==> src/rtl/scale_16to32b_pkg.sv <==
// Shared types and constants for the 16-to-32 bit upscaler.
// Holds the state encoding, the default widths and the saturation pattern.
package scale_pkg;

    localparam int DEF_IN_W   = 16;
    localparam int DEF_OUT_W  = 32;
    localparam int DEF_SHIFT  = 2;
    localparam int DEF_STEP_W = 4;

    // Wide enough for any practical OUT_W; truncated by the user
    localparam logic [63:0] SAT_ALL = '1;

    typedef enum logic [1:0] {
        ST_IDLE  = 2'd0,
        ST_SHIFT = 2'd1,
        ST_DONE  = 2'd2
    } scale_st_e;

    // Largest step count that cannot push a set bit out of the output word
    function automatic int max_steps(input int in_w, input int out_w, input int shift);
        return (out_w - in_w) / shift;
    endfunction

endpackage

==> src/rtl/scale_16to32b_if.sv <==
// Request/result bundle between the scaling datapath and the upscaler.
// The master drives start/data/steps; the slave returns the restored value and status.
interface scale_16to32b_if #(
    parameter int IN_W   = 16,
    parameter int OUT_W  = 32,
    parameter int STEP_W = 4
);
    logic              start_i;
    logic [IN_W-1:0]   data_i;
    logic [STEP_W-1:0] steps_i;
    logic [OUT_W-1:0]  y_o;
    logic              busy_o;
    logic              fl_o;
    logic              ovf_o;

    modport master (
        output start_i, data_i, steps_i,
        input  y_o, busy_o, fl_o, ovf_o
    );

    modport slave (
        input  start_i, data_i, steps_i,
        output y_o, busy_o, fl_o, ovf_o
    );
endinterface

==> src/rtl/scale_16to32b_shl_step.sv <==
// N-bit register that can be loaded or shifted left by S bits per clock.
// Load wins over shift; zero fill, bits leaving the top are dropped.
module shl_step_n #(
    parameter int N = 32,
    parameter int S = 2
) (
    input  logic         clk_i,
    input  logic         rst_ni,
    input  logic         load_i,
    input  logic         shift_i,
    input  logic [N-1:0] d_i,
    output logic [N-1:0] q_o
);

    logic [N-1:0] q_q;
    logic [N-1:0] q_d;

    always_comb begin
        q_d = q_q;
        if (load_i) begin
            q_d = d_i;
        end else if (shift_i) begin
            q_d = q_q << S;
        end
    end

    always_ff @(posedge clk_i or negedge rst_ni) begin
        if (!rst_ni) begin
            q_q <= '0;
        end else begin
            q_q <= q_d;
        end
    end

    assign q_o = q_q;

endmodule

==> src/rtl/scale_16to32b.sv <==
// Upscaler control: accepts a scaled sample plus step count and drives the
// shift register for that many SHIFT-bit steps, saturating out-of-range requests.
//
//   state    | meaning
//   ST_IDLE  | no result yet since reset
//   ST_SHIFT | shifting, counter holds steps still to do
//   ST_DONE  | result valid on y_o/ovf_o, new start accepted
module scale_16to32b
    import scale_pkg::*;
#(
    parameter int IN_W   = DEF_IN_W,
    parameter int OUT_W  = DEF_OUT_W,
    parameter int SHIFT  = DEF_SHIFT,
    parameter int STEP_W = DEF_STEP_W
) (
    input  logic              clk_i,
    input  logic              rst_ni,
    scale_16to32b_if.slave    bus
);

    localparam int                MAX_STEPS   = max_steps(IN_W, OUT_W, SHIFT);
    localparam logic [STEP_W-1:0] MAX_STEPS_C = STEP_W'(MAX_STEPS);
    localparam logic [OUT_W-1:0]  SAT_C       = OUT_W'(SAT_ALL);

    scale_st_e         state_q, state_d;
    logic [STEP_W-1:0] cnt_q, cnt_d;
    logic              ovf_q, ovf_d;
    logic              load;
    logic              shift;
    logic [OUT_W-1:0]  load_val;
    logic [OUT_W-1:0]  y_q;

    always_comb begin
        state_d  = state_q;
        cnt_d    = cnt_q;
        ovf_d    = ovf_q;
        load     = 1'b0;
        shift    = 1'b0;
        load_val = OUT_W'(bus.data_i);
        unique case (state_q)
            ST_IDLE, ST_DONE: begin
                if (bus.start_i) begin
                    load  = 1'b1;
                    ovf_d = 1'b0;
                    if (bus.steps_i == '0) begin
                        state_d = ST_DONE;
                    end else if (bus.steps_i > MAX_STEPS_C) begin
                        load_val = (bus.data_i != '0) ? SAT_C : '0;
                        ovf_d    = 1'b1;
                        state_d  = ST_DONE;
                    end else begin
                        cnt_d   = bus.steps_i;
                        state_d = ST_SHIFT;
                    end
                end
            end
            ST_SHIFT: begin
                shift = 1'b1;
                cnt_d = cnt_q - 1'b1;
                if (cnt_q == STEP_W'(1)) begin
                    state_d = ST_DONE;
                end
            end
            default: begin
                state_d = ST_IDLE;
            end
        endcase
    end

    always_ff @(posedge clk_i or negedge rst_ni) begin
        if (!rst_ni) begin
            state_q <= ST_IDLE;
            cnt_q   <= '0;
            ovf_q   <= 1'b0;
        end else begin
            state_q <= state_d;
            cnt_q   <= cnt_d;
            ovf_q   <= ovf_d;
        end
    end

    shl_step_n #(
        .N (OUT_W),
        .S (SHIFT)
    ) u_shl (
        .clk_i   (clk_i),
        .rst_ni  (rst_ni),
        .load_i  (load),
        .shift_i (shift),
        .d_i     (load_val),
        .q_o     (y_q)
    );

    assign bus.y_o    = y_q;
    assign bus.ovf_o  = ovf_q;
    assign bus.busy_o = (state_q == ST_SHIFT);
    assign bus.fl_o   = (state_q == ST_DONE);

endmodule

==> src/flat_wrapper.sv <==
// flat-port wrapper written by rule: the top's interface ports become plain ports
module scale_16to32b_flat import scale_pkg::*;
#(
    parameter int IN_W   = DEF_IN_W,
    parameter int OUT_W  = DEF_OUT_W,
    parameter int SHIFT  = DEF_SHIFT,
    parameter int STEP_W = DEF_STEP_W
)
  (clk_i, rst_ni, bus_start_i, bus_data_i, bus_steps_i, bus_y_o, bus_busy_o, bus_fl_o, bus_ovf_o);
  scale_16to32b_if #(.IN_W(IN_W), .OUT_W(OUT_W), .STEP_W(STEP_W)) bus_i ();
  input  logic clk_i;
  input  logic rst_ni;
  input wire logic [$bits(bus_i.start_i)-1:0] bus_start_i;
  input wire logic [$bits(bus_i.data_i)-1:0] bus_data_i;
  input wire logic [$bits(bus_i.steps_i)-1:0] bus_steps_i;
  output wire logic [$bits(bus_i.y_o)-1:0] bus_y_o;
  output wire logic [$bits(bus_i.busy_o)-1:0] bus_busy_o;
  output wire logic [$bits(bus_i.fl_o)-1:0] bus_fl_o;
  output wire logic [$bits(bus_i.ovf_o)-1:0] bus_ovf_o;
  assign bus_i.start_i = bus_start_i;
  assign bus_i.data_i = bus_data_i;
  assign bus_i.steps_i = bus_steps_i;
  assign bus_y_o = bus_i.y_o;
  assign bus_busy_o = bus_i.busy_o;
  assign bus_fl_o = bus_i.fl_o;
  assign bus_ovf_o = bus_i.ovf_o;
  scale_16to32b #(.IN_W(IN_W), .OUT_W(OUT_W), .SHIFT(SHIFT), .STEP_W(STEP_W)) u_core (.clk_i(clk_i), .rst_ni(rst_ni), .bus(bus_i));
endmodule
==> config.mk <==
export PLATFORM = sky130hd
export DESIGN_NAME = scale_16to32b_flat
export DESIGN_NICKNAME = d
export VERILOG_FILES = /design/src/rtl/scale_16to32b_pkg.sv /design/src/rtl/scale_16to32b_if.sv /design/src/rtl/scale_16to32b_shl_step.sv /design/src/rtl/scale_16to32b.sv /design/src/flat_wrapper.sv
export SDC_FILE = /design/constraint.sdc
export NUM_CORES = 1
export LEC_CHECK = 0
export CAP_MARGIN = 20
export CORE_ASPECT_RATIO = 0.7
export CORE_MARGIN = 2
export CORE_UTILIZATION = 45
export DETAILED_ROUTE_END_ITERATION = 8
export GPL_TIMING_DRIVEN = 1
export HOLD_SLACK_MARGIN = 0.02
export PLACE_DENSITY = 0.83
export SYNTH_ARGS = -nofsm -noshare
export SYNTH_HDL_FRONTEND = slang
export SYNTH_SLANG_ARGS = --single-unit
==> constraint.sdc <==
create_clock -name clk_i -period 1.6 [get_ports clk_i]
set_input_delay 0.32 -clock clk_i [delete_from_list [all_inputs] [get_ports clk_i]]
set_output_delay 0.32 -clock clk_i [all_outputs]
set_load 0.02 [all_outputs]
== Word level (Yosys, flattened, before mapping) ==
Index checks and enable logic that the tools add are counted.

* Add/sub/neg operators: 1
* $lt $le $gt $ge: 1
* Equality and inequality tests: 7
* Multiplexer cells: 21
* Reductions and logical operators: 9

{| class="wikitable"
|+ Operators with widths
! kind !! number
|-
| 2-to-1 mux 32 bit || 7
|-
| nonzero test 16 bit || 1
|-
| 2-to-1 mux 4 bit || 3
|-
| 2-to-1 mux 2 bit || 4
|-
| one-hot mux 4 bit (2 select lines) || 1
|-
| != test 2 bit, second input constant || 3
|-
| 2-to-1 mux 1 bit || 5
|-
| == test 4 x 1 -> 1 bit, second input constant || 1
|-
| greater-than comparator 4 bit, second input constant || 1
|-
| zero test 4 bit || 1
|-
| one-hot mux 2 bit (2 select lines) || 1
|-
| AND reduction 2 bit || 2
|-
| AND reduction 4 bit || 1
|-
| nonzero test 2 bit || 2
|-
| subtractor 4 x 1 -> 4 bit, second input constant || 1
|-
| == test 2 x 1 -> 1 bit, second input constant || 1
|-
| == test 2 bit, second input constant || 1
|-
| zero test 2 bit || 1
|-
| != test 2 x 1 -> 1 bit, second input constant || 1
|-
| OR reduction 2 bit || 1
|}

* Bits in registers: 39
* Input port bits: 23

== Longest topological paths before layout ==
Gate-level depths: netlist of run 1.

* Depth in word-level cells: 7
* Depth in mapped cells: 6
* Mapped depth without buffers: 5

== Modules after synthesis ==
From an unflattened synthesis of run 1, not the netlist that was laid out.

* Cell total of the unflattened synthesis: 222
* Area total of the unflattened synthesis: 2179.6 um^2

{| class="wikitable"
|+ By module, submodules not included
! module !! instances !! cells each !! area an instance (um^2)
|-
| shl_step_n || 1 || 139 || 1505.2
|-
| scale_16to32b || 1 || 83 || 674.4
|}

== Least setup slack after synthesis of run 1 ==
Ideal clock, no wire load.

* Path kind: input to register
* Start point: in bus_steps_i[0]
* End point: reg u_core.u_shl.q_q[10], in the netlist u_core.u_shl.q_o[10]
* Library setup time: 0.082 ns
* Data arrival time: 1.338 ns
* Setup slack: 0.180 ns
* Stages: 5
* Cell sequence: or3_1 > buf_6 > buf_6 > a32o_1 > a31oi_1

* Longest elaborated chain between the ends: 6
* Elaborated cells between the ends (all ways): 7

{| class="wikitable"
|+ RTL lines
! what !! RTL line !! RTL
|-
| start, declared || flat_wrapper.sv:15 || <nowiki>input wire logic [$bits(bus_i.steps_i)-1:0] bus_steps_i;</nowiki>
|-
| greater-than comparator 4 bit || scale_16to32b.sv:47 || <nowiki>end else if (bus.steps_i > MAX_STEPS_C) begin</nowiki>
|-
| 2-to-1 mux 32 bit || scale_16to32b.sv:47 ||
|-
| 2-to-1 mux 32 bit * || scale_16to32b.sv:45 || <nowiki>if (bus.steps_i == '0) begin</nowiki>
|-
| 2-to-1 mux 32 bit * || scale_16to32b.sv:42 || <nowiki>if (bus.start_i) begin</nowiki>
|-
| 2-to-1 mux 32 bit * || scale_16to32b.sv:40 || <nowiki>unique case (state_q)</nowiki>
|-
| 2-to-1 mux 32 bit * || scale_16to32b_shl_step.sv:20 || <nowiki>if (load_i) begin</nowiki>
|-
| end signal, assigned || scale_16to32b_shl_step.sv:31 || <nowiki>q_q <= q_d;</nowiki>
|-
| end, declared || scale_16to32b_shl_step.sv:15 || <nowiki>logic [N-1:0] q_q;</nowiki>
|}

Every way passes the cells marked *; elsewhere a longest branch is shown, timed or not.
A chain may end at the register's enable or synchronous reset.

== Worst setup path after layout of run 1 ==
* Start point: reg u_core.ovf_q, in the netlist u_core.bus.ovf_o
* End point: out bus_ovf_o

{| class="wikitable"
|+ RTL lines
! what !! RTL line !! RTL
|-
| start, declared || scale_16to32b.sv:27 || <nowiki>logic ovf_q, ovf_d;</nowiki>
|-
| start signal, assigned || scale_16to32b.sv:78 || <nowiki>ovf_q <= ovf_d;</nowiki>
|-
| end, declared || flat_wrapper.sv:19 || <nowiki>output wire logic [$bits(bus_i.ovf_o)-1:0] bus_ovf_o;</nowiki>
|}

No word-level cell between the ends.

==> flow_summary.toml, run 1 <==
[drt]
post-route-drc-count = 0
drt-initial-drc-count = 233
vias = 2136
via_per_inst = 5.79
avgRoutedWirePerCell_microns = 18.1
ant_nets = 0
dr.pass1.iters = 5
routed_wirelength_microns = 6690

[clock_tree]
cts_made_buffers = 5
cts_tree = "built"
cts_root_buf = "clkbuf_8"
clkTransAtPathRegs_ns = 0.08
cts.sink_count = 39
clockBufferDepth = 2
insertion_delay_ns = 0.30
ctsHtreeMaxLevel = 2

[timing]
fmax_ghz = 0.633
setup_viol = 0
tightest_slew_ns = 0.319
relSlewSlack_pct = 78.6
hold_violations = 0
fin_crit_ns = 1.58
drv_slew = 0
fin_worst_skew_ns = 0.00962
rsz0062_at_grt = "yes"
fin_crit_sh_pct = 98.8

[worst_hold_path]
hold_class = "input port to register"
worstHoldStart = "bus_data_i[1]"

[worst_setup_path]
rr_startpoint = "u_core.state_q[0]"
critPathRequiredTime_ns = 1.28
crit_family = "buffers and inverters"
path_cells = "clkdlybuf4s50_1"
path_max_fanout = 2
cpPeakStageDelay_ns = 0.61
cp_slowest_cell = "clkdlybuf4s50_1"
arrival_ns = 1.26
crit_type = "register to output pin"
cp-start-kind = "register"
path_buf_inv = 1
cp-end-kind = "output pin"
worst-r2r-setup-slack_ns = 0.04
worstSetupStartpoint = "u_core.bus.ovf_o"

[logic_synthesis]
synth-async-reset-ratio_pct = 100
synth_top_family_by_area = "compound AO/OA/AOI/OAI gates"
synth_compound_area_share_pct = 26.0
synth.area.mux_share_pct = 0.504
synth_xor_area_share_pct = 0.883
yosys_register_bits = 39
syn_area_per_cell_sq_um = 9.02
ys.flop_type = "dfrtp_1"
synth-edff-count = 0
synth_seq_area_share_pct = 49.2
synth_area_sq_um = 1980
synth_cell_type_count = 33
yosys_warnings = 0
synthCells = 220
synthAdderAreaFrac_pct = 1.26
synth_simple_gate_area_share_pct = 16.1
synth_fp_nets = 245

[global_route]
antenna_found_initial = 1
grt_pass1_wl_microns = 10500
grt_use_total_pct = 27.3
grt_max_degree = 40
grt-ovfl-total = 0
grt_pass1_vias = 2049

[run_status]
outcome = "finished clean"

[cells_and_area]
fin_cells = 369
drive_gt1_share_pct = 23.6
synthToLayoutAreaGrowth_pct = 59.8
final_area_sq_um = 3170
fin_nets = 337

[die]
pin_count = 58
start_util_pct = 46.4
die_x_microns = 83.4
num_rows = 20
coreArea_sq_um = 4280
die-area_sq_um = 4970
die_height_microns = 59.6

[power]
power_switching_share_pct = 45.3
p_int_mw = 3.39
sequentialPowerShare_pct = 31.1
ir_drop_uv = 1220
p_leak_nw = 1.49
clkPwrFrac_pct = 10.8
p_total_mw = 6.19
comb_power_share_pct = 58.0
power_density_nw_per_um2 = 1950
switchingPower_mw = 2.80

[placed_design]
detailed_place_hpwl_microns = 4020
gp_routability_congestion = 0.822
dpl-instance-area_sq_um = 2850
portBuffers = 57
dp.cells = 348

[job]
drv_cap = 0
## final timing paths
kind | depth (start not counted) | endpoint
min in group asynchronous | 3 | u_core.cnt_q[3]
worst max register to register | 7 | u_core.u_shl.q_o[3]
worst min-delay path | 3 | u_core.u_shl.q_o[1]
max in group asynchronous | 3 | u_core.u_shl.q_o[3]
worst max-delay path | 1 | bus_ovf_o
worst min register to register | 1 | u_core.state_q[1]
## power by group through the flow
stage / registers [mW] / logic, mW / clock network (mW)
floorplan: 2.37 / 1.45 / 0
global placement: 1.92 / 3.40 / 0
detailed placement: 1.94 / 3.49 / 0
CTS: 1.91 / 3.38 / 0.667
global route: 2.00 / 3.87 / 0.717
finish: 1.93 / 3.59 / 0.671
## synthesized netlist by cell type (all sizes together), types with 2 or more instances
master	number	area share [%]
a21oi	18	5.1
a22oi	3	1.1
a31oi	14	4.4
a32o	12	6.1
a32oi	3	1.3
buf	13	4.0
clkbuf	7	1.3
dfrtp	39	49
ha	2	1.3
inv	3	0.57
nand2	28	5.3
nand2b	2	0.63
nand4	2	0.63
nor2	33	6.2
nor2b	2	0.63
nor3	2	0.50
nor4	4	1.3
o21ai	17	4.3
o221ai	2	0.88
o22ai	2	0.63
or3	2	0.63
xnor2	2	0.88
## through the flow
step / hold WS [ns] / setup WS [ns] / util, % / TNS, ns
final: 0.345 / 0.0196 / 74.1 / 0
after CTS: 0.426 / 0.00291 / 71.5 / 0
after global routing: 0.350 / -0.0115 / 74.1 / -0.0382
after floorplan: 0.0244 / 0.180 / - / 0
after global placement: 0.301 / -0.359 / 66.5 / -12.78
after detailed placement: 0.306 / -0.400 / 66.5 / -13.15
## state kept, by name, indices dropped and copies added, names as in the netlist
register,flops
u_core.cnt_q,4
u_core.state_q,2
u_core.u_shl.q_o,32
u_core.bus.ovf_o,1
## cell families (layout without fill, tap and decap cells)
logic type,Yosys count,in the layout
AOI/OAI and AO/OA,76,76
xor gates and xnor gates,2,2
adders and majority gates,2,2
buffers and inverters,24,117
DFF,39,39
muxes,1,1
other,0,1
and+or+nand+nor,76,76
## routing by layer
layer	track usage (%)	wire length, microns
met1	37.1	2920
met2	43.9	3040
met3	6.55	554
met4	9.13	180
met5	0	0
## area by class of cell
type                    instances  area [sq um]
diodes                          1          2.50
clock inverters                 3          15.0
multi-input cells             157          1000
flip-flops and latches         39           977
repair buffers                105          1020
well taps                      55          68.8
fillers                       304          1110
inverters                       4          15.0
clock buffers                   5          68.8
## layout by cell type, fill, tap and decap left out, drive strengths merged, types with 2 or more instances in the layout
cell type and instances:
dlygate4sd2 37, ha 2, dfrtp 39, clkinv 4
nor2b 2, buf 46, nor2 33, clkdlybuf4s15 4
nor3 2, o22ai 2, or3 2, a22oi 3
dlymetal6s2s 9, nand4 2, o21ai 17, a32oi 3
nand2 28, clkdlybuf4s50 2, clkbuf 9, inv 3
a32o 12, o221ai 2, xnor2 2, bufbuf 2
nand2b 2, nor4 4, a31oi 14, a21oi 18
## repair_timing
action                                 in CTS  in global routing
resized for setup                          53                 34
setup endpoints to repair                  65                 42
buffers inserted                            7                  1
cloned                                      3                  0
hold buffers                                1                  0
endpoints found under the hold margin      39                  0
pin swaps                                   7                  7
Power figures use the tool's default switching activity.
==> inputs of run 2 (changes only) <==
--- a/config.mk
+++ b/config.mk
@@ -5,7 +5,7 @@
 export SDC_FILE = /design/constraint.sdc
 export NUM_CORES = 1
 export LEC_CHECK = 0
-export CAP_MARGIN = 20
+export CAP_MARGIN = 40
 export CORE_ASPECT_RATIO = 0.7
 export CORE_MARGIN = 2
 export CORE_UTILIZATION = 45
==> results of run 2 <==
Final layout, timing and power as in run 1 (identical DEF).
==> inputs of run 3 (changes only) <==
--- a/config.mk
+++ b/config.mk
@@ -6,7 +6,7 @@
 export NUM_CORES = 1
 export LEC_CHECK = 0
 export CAP_MARGIN = 40
-export CORE_ASPECT_RATIO = 0.7
+export CORE_ASPECT_RATIO = 1.2
 export CORE_MARGIN = 2
 export CORE_UTILIZATION = 45
 export DETAILED_ROUTE_END_ITERATION = 8
==> run 3 against run 2 <==
Via count decreased by 3.8%. Global-route usage decreased by 2.8 points. Non-clock buffer count decreased by 13. Sequential share of layout area increased by 0.42 points. Combinational power decreased by 3%. Largest cell class is now multi-input combinational cells.
==> flow_summary.toml, run 3 (synthesized netlist as in run 1, its figures left out) <==
[run_status]
outcome = "finished clean"

[clock_tree]
insertion_delay_ns = 0.30
cts_made_buffers = 5
cts_root_buf = "clkbuf_8"
cts_tree = "built"
clkTransAtPathRegs_ns = 0.08
cts_hold_buf = 0
cts.sink_count = 39
ctsHtreeMaxLevel = 2
clockBufferDepth = 2

[power]
p_leak_nw = 1.53
power_density_nw_per_um2 = 1990
ir_drop_uv = 1180

[worst_setup_path]
cp-start-kind = "input port"
worst-r2r-setup-slack_ns = 0.04
cp_slowest_cell = "nor4_4"
critPathRequiredTime_ns = 1.77
cp-end-kind = "register"
r2r-end = "u_core.u_shl.q_o[5]"
path_max_fanout = 8
crit_end = "u_core.u_shl.q_o[11]"
path_common_cell = "nand4_1"
reg2regPathDepth = 6
worstSetupStartpoint = "bus_data_i[6]"
path_cells = "dlygate4sd2_1, nor4_4, nand4_1, nand4_1, buf_6, buf_4, a31oi_1"
crit_type = "input port to register"
arrival_ns = 1.77
cpPeakStageDelay_ns = 0.33
rr_startpoint = "u_core.state_q[0]"

[global_route]
antenna_found_initial = 0
grt-ovfl-total = 0
grt_pass1_vias = 2001
grt_max_degree = 45
grt_pass1_wl_microns = 9640
grt_use_total_pct = 24.5

[cells_and_area]
fill_cells = 317
final_cell_mix = "dfrtp_1 (38), nor2_1 (33), dlygate4sd2_1 (31), nand2_1 (28), buf_4 (25)"
final_common_cell = "dfrtp_1"
synthToLayoutAreaGrowth_pct = 57.7
multiInputGateArea_sq_um = 1000
largest_reg_flops = 32
fin_nets = 324
final_area_sq_um = 3130
fin_cells = 356
seqCellArea_sq_um = 977
antenna_cells = 0
drive_gt1_share_pct = 20.7

[placed_design]
gp_routability_congestion = 0.836
portBuffers = 57
dp.cells = 344
detailed_place_hpwl_microns = 3730
dpl-instance-area_sq_um = 2820

[die]
die-area_sq_um = 4960
die_height_microns = 76.7
die_x_microns = 64.6
coreArea_sq_um = 4260
pin_count = 58
start_util_pct = 46.6
num_rows = 26

[timing]
drv_slew = 0
hold_violations = 0
relSlewSlack_pct = 66.8
fin_worst_skew_ns = 0.0123
fin_crit_sh_pct = 99.9
fmax_ghz = 0.626
fin_crit_ns = 1.60
timing.setup.tns_ns = 0
tightest_slew_ns = 0.498
setup_viol = 0

[drt]
avgRoutedWirePerCell_microns = 17.6
dr.pass1.iters = 4
via_per_inst = 5.77
post-route-drc-count = 0
vias = 2054
drt-initial-drc-count = 179
routed_wirelength_microns = 6250
ant_nets = 0

[job]
drv_cap = 0

[worst_hold_path]
hold_class = "input port to async pin"
run 3: cell types whose count changed in the layout (fill, tap and decap cells not counted), sizes merged, moves of 2 or more:
| cell | previous run | this run |
|---|---|---|
| dlygate4sd2 | 37 | 31 |
| dlymetal6s2s | 9 | 22 |
| clkbuf | 9 | 7 |
| clkdlybuf4s15 | 4 | 0 |
| bufbuf | 2 | 0 |
| buf | 46 | 35 |
run 3: area by class of cell:
class / count / share of cell area (%)
clock buffer: 5 / 2.20
clock inverter: 3 / 1.40
tap: 56 / 2.24
sequential: 39 / 31.2
multi-input combinational: 157 / 32.1
inverter: 4 / 0.480
timing repair buffer: 92 / 30.4
run 3: layer usage:
layer | GRT usage [%] | vias up | wire length [microns]
met5 | 0 | - | 0
met4 | 8.72 | 0 | 95
li1 | - | 957 | -
met2 | 40.2 | 87 | 3250
met3 | 6.16 | 8 | 375
met1 | 31.2 | 1002 | 2540
run 3: how the worst min path moves through the flow:
stage                        end  depth (start not counted)
2_1_floorplan   u_core.bus.ovf_o                          0
3_3_place_gp   u_core.state_q[1]                          2
3_5_place_dp   u_core.state_q[1]                          2
4_1_cts        u_core.state_q[1]                          2
5_1_grt        u_core.state_q[1]                          2
6_report       u_core.state_q[1]                          2
run 3: worst max-delay path, delay by kind of cell:
kind                   cells  cell delay, ns
and+or+nand+nor            3            0.73
buffers and inverters      3            0.60
AOI/OAI and AO/OA          1            0.11
run 3: report_power, final:
part / total [mW] / internal, mW / switching [mW]
Clock: 0.828 / 0.464 / 0.363
Sequential: 1.93 / 1.50 / 0.428
Combinational: 3.47 / 1.52 / 1.95
Total: 6.23 / 3.49 / 2.74
run 3: timing repair:
item,CTS,global route
endpoints found under the setup margin,61,49
resized for setup,42,38
endpoints found under the hold margin,0,0
pin swaps,7,8
gates cloned,2,1
setup buffers,4,0
run 3: per-stage QoR:
stage | utilization (%) | hold slack, ns | setup slack (ns) | total power, mW
2_1_floorplan | - | 0.0244 | 0.180 | 3.82
3_3_place_gp | 66.2 | 0.405 | -0.372 | 5.29
3_5_place_dp | 66.2 | 0.407 | -0.411 | 5.41
4_1_cts | 71.1 | 0.0874 | -0.00429 | 6.14
5_1_grt | 73.4 | 0.117 | -0.0451 | 6.64
6_report | 73.4 | 0.0583 | 0.00176 | 6.23
==> RTL edit 1 (flow settings as in run 2) <==
Make the reset (`rst_ni`) synchronous in 2 clocked blocks.
--- a/src/rtl/scale_16to32b_shl_step.sv
+++ b/src/rtl/scale_16to32b_shl_step.sv
@@ -24,7 +24,7 @@
         end
     end
 
-    always_ff @(posedge clk_i or negedge rst_ni) begin
+    always_ff @(posedge clk_i) begin
         if (!rst_ni) begin
             q_q <= '0;
         end else begin
--- a/src/rtl/scale_16to32b.sv
+++ b/src/rtl/scale_16to32b.sv
@@ -67,7 +67,7 @@
         endcase
     end
 
-    always_ff @(posedge clk_i or negedge rst_ni) begin
+    always_ff @(posedge clk_i) begin
         if (!rst_ni) begin
             state_q <= ST_IDLE;
             cnt_q   <= '0;
Formal check against the unedited RTL: differs if rst_ni is asserted again (counterexample within 4 cycles, from zero or initial values and one cycle with rst_ni low); with rst_ni held inactive, the same outputs for 10 cycles.
==> RTL edit 1 against run 2 <==
  * Design area decreased by 13%
  * Critical path depth is the same
  * Core utilization grew 1.9 points
  * Routed wire length down 16%
  * Register-to-register slack improved by 0.07 ns
  * Synthesized cell count down 6.4%
  * Worst hold slack gained 0.086 ns
  * Worst setup slack got worse by 0.0088 ns
  * Synthesized area is 12% lower
  * Sequential cell count is the same
  * Critical path type unchanged
  * Largest cell class unchanged
Power is not compared: it rests on default switching activity, and its combinational part moved more than twofold at a synthesized area within 25%.
==> RTL edit 1: results <==
[status]
status = "finished clean"

[placed_design]
gp_congestion = 0.9290

[layout]
buffer_area_frac = 0.3303
num-multi-input-gates = 143
clkbuf_count = 7
ff_latch_area_um2 = 782.0
diodes = 0
nNonClkBuffers = 94
fill_cells = 275
n_sequential_cell = 39
nNetsFinal = 313

[timing]
worst_clock_skew_ns = 0.006972
relSlewSlack = 0.6364

[route]
drtIter0Drc = 110
dr.pass1.iters = 7
routed_wl_mm = 5.644
met2_length_mm = 2.618
met3_length_um = 419

[global_routing]
grt_pass1_wl_mm = 8.838
grt_max_degree = 32
grt_util_met1 = 0.3574

[synth]
async_flop_share = 0
ys.flop_type = "dfxtp_1"
synth_common_cells = "dfxtp_1, o21ai_0, a21oi_1"
synthDistinctLibCells = 34
synth.top_cells.by_area = "dfxtp_1, o21ai_0, a21oi_1"
synth_nets = 231

[clock_network]
cts-resized-gates = 17
post_cts_buffers = 2

[worst_setup_path]
crit_fanout = 3
RTL edit 1: cell types whose count changed in the layout (fill, tap and decap cells not counted), moves of 23 or more:
cell / before / now
dfrtp_1: 38 / 0
dfxtp_1: 0 / 38
dlygate4sd2_1: 37 / 13
nor2_1: 33 / 9
nand2_1: 28 / 5
RTL edit 1: through the flow:
step / setup slack (ns) / instances / instance area [um2] / setup TNS, ns / power [W]
floorplan: 0.2568 / 206 / 1749 / 0 / 0.001550
global placement: -0.3980 / 328 / 2577 / -9.113 / 0.001935
detailed placement: -0.4734 / 328 / 2577 / -10.87 / 0.001957
CTS: 0.0005571 / 338 / 2661 / 0 / 0.002571
global route: -0.02137 / 339 / 2758 / -0.1536 / 0.002693
finish: 0.01072 / 339 / 2758 / 0 / 0.002593
RTL edit 1: kinds of logic after synthesis:
logic type,share of synthesized area
AOI/OAI and AO/OA,0.3476
and+or+nand+nor,0.09514
buffers and inverters,0.05937
muxes,0.03719
DFF,0.4464
adders and majority gates,0.01430
RTL edit 1: worst paths after layout:
kind | start | end | slack, ns | cells after the start
worst min-delay path | bus_steps_i[2] | u_core.cnt_q[2]$_SDFFE_PN0P_ | 0.43 | 3
worst max register to register | u_core.state_q[1]$_SDFFE_PN0P_ | u_core.u_shl.q_o[3]$_SDFFE_PN0P_ | 0.11 | 5
worst max-delay path | u_core.u_shl.q_o[7]$_SDFFE_PN0P_ | bus_y_o[7] | 0.01 | 1
worst min register to register | u_core.cnt_q[3]$_SDFFE_PN0P_ | u_core.cnt_q[3]$_SDFFE_PN0P_ | 0.52 | 2
RTL edit 1: where the power goes:
part / switching (W) / total, W / internal (W)
registers: 0.0000805 / 0.00115 / 0.00107
logic: 0.000415 / 0.000790 / 0.000375
clock network: 0.000345 / 0.000651 / 0.000306
total: 0.000841 / 0.00259 / 0.00175
==> RTL edit 2 (flow settings as in run 2) <==
Made on the original files. The package constant `DEF_OUT_W` goes from 32 to 64.
--- a/src/rtl/scale_16to32b_pkg.sv
+++ b/src/rtl/scale_16to32b_pkg.sv
@@ -3,7 +3,7 @@
 package scale_pkg;
 
     localparam int DEF_IN_W   = 16;
-    localparam int DEF_OUT_W  = 32;
+    localparam int DEF_OUT_W  = 64;
     localparam int DEF_SHIFT  = 2;
     localparam int DEF_STEP_W = 4;
 
Ports: changed (resized bus_y_o); port bits go from 58 to 90. No check against the original RTL was run, so the function may have changed too.
==> RTL edit 2 against run 2 <==
  * Synthesized area up 67%
  * Worst setup slack gained 0.037 ns
  * Sequential cell count grew 32
  * Critical path type unchanged
  * Critical path depth grew 1
  * Design area up 50%
  * Critical endpoint is now bus_fl_o
  * Routed wire length rose by 32%
  * Count of clock-buffer cells in the layout grew 6
  * Via count grew 32%
  * Total power up 62%
  * Highest routed layer unchanged
==> RTL edit 2: results <==
[synth]
synth_nets = 313
synth.top_cells.by_area = "dfrtp_1, mux2i_1, o21ai_0"
muxShareOfSynthArea = 0.1605
synthDistinctLibCells = 38
synth_compound_area_frac = 0.1605

[layout]
drive_above_1_share = 0.1650
nNetsFinal = 426
largest_register_ff_count = 64
diodes = 0

[worst_setup_path]
crit_fanout = 3
r2r_slack_ns = 0.06
r2r_cells = 6
cp_slowest_stage_delay_ns = 0.43
path_delay_family = "flip-flops"

[clock_network]
insertion_delay_ns = 0.35

[route]
vias = 2814
wire_per_inst_um = 17.56
met2_length_mm = 4.111
wl_met1_mm = 3.992

[placed_design]
dpl.hpwl_mm = 5.929
dpl_cell_area_um2 = 4469

[global_routing]
grt_pass1_vias = 2645
grt_pass1_wl_mm = 13.67
use_met3 = 0.06074
grt_util_met1 = 0.3180

[status]
status = "finished clean"

[timing]
fin_crit_sh = 0.9647

[power_and_ir_drop]
p_sw_frac = 0.4251
## RTL edit 2: changes by cell type after synthesis, moves of 4 or more
| cell | before | now |
|---|---|---|
| o21ai_0 | 17 | 34 |
| a31oi_1 | 14 | 0 |
| buf_4 | 1 | 9 |
| mux2i_1 | 1 | 53 |
| o21ai_1 | 0 | 15 |
| buf_2 | 10 | 3 |
| nor2_1 | 33 | 4 |
| o211ai_1 | 0 | 5 |
| dfrtp_1 | 39 | 71 |
| a21oi_1 | 17 | 4 |
| a32o_1 | 12 | 0 |
| a32oi_1 | 3 | 7 |
## RTL edit 2: cell type report
| class | count | area (um2) | area share |
|---|---|---|---|
| clock buffer | 11 | 131.4 | 0.02757 |
| clock inverter | 5 | 82.58 | 0.01733 |
| inverter | 4 | 16.27 | 0.003413 |
| multi-input combinational | 189 | 1420 | 0.2980 |
| sequential | 71 | 1777 | 0.3728 |
| tap | 98 | 122.6 | 0.02573 |
| timing repair buffer | 126 | 1216 | 0.2552 |
## RTL edit 2: what timing repair did
action / CTS / global route
hold buffers: 1 / 0
setup buffers: 1 / 0
gates resized for setup: 73 / 19
endpoints found under the setup margin: 79 / 65
endpoints found under the hold margin: 28 / 0
gates cloned: 0 / 2
pin swaps: 2 / 7
## RTL edit 2: worst min path at each step
stage                     slack (ns)                               end      startpoint
after global placement          0.28  u_core.u_shl.q_o[30]$_DFFE_PN0P_          rst_ni
after detailed placement        0.28  u_core.u_shl.q_o[30]$_DFFE_PN0P_          rst_ni
after floorplan                 0.02      u_core.bus.ovf_o$_DFFE_PN0P_          rst_ni
final                           0.29  u_core.u_shl.q_o[15]$_DFFE_PN0P_  bus_data_i[15]
after global routing            0.27  u_core.u_shl.q_o[15]$_DFFE_PN0P_  bus_data_i[15]
after CTS                       0.46  u_core.u_shl.q_o[11]$_DFFE_PN0P_          rst_ni
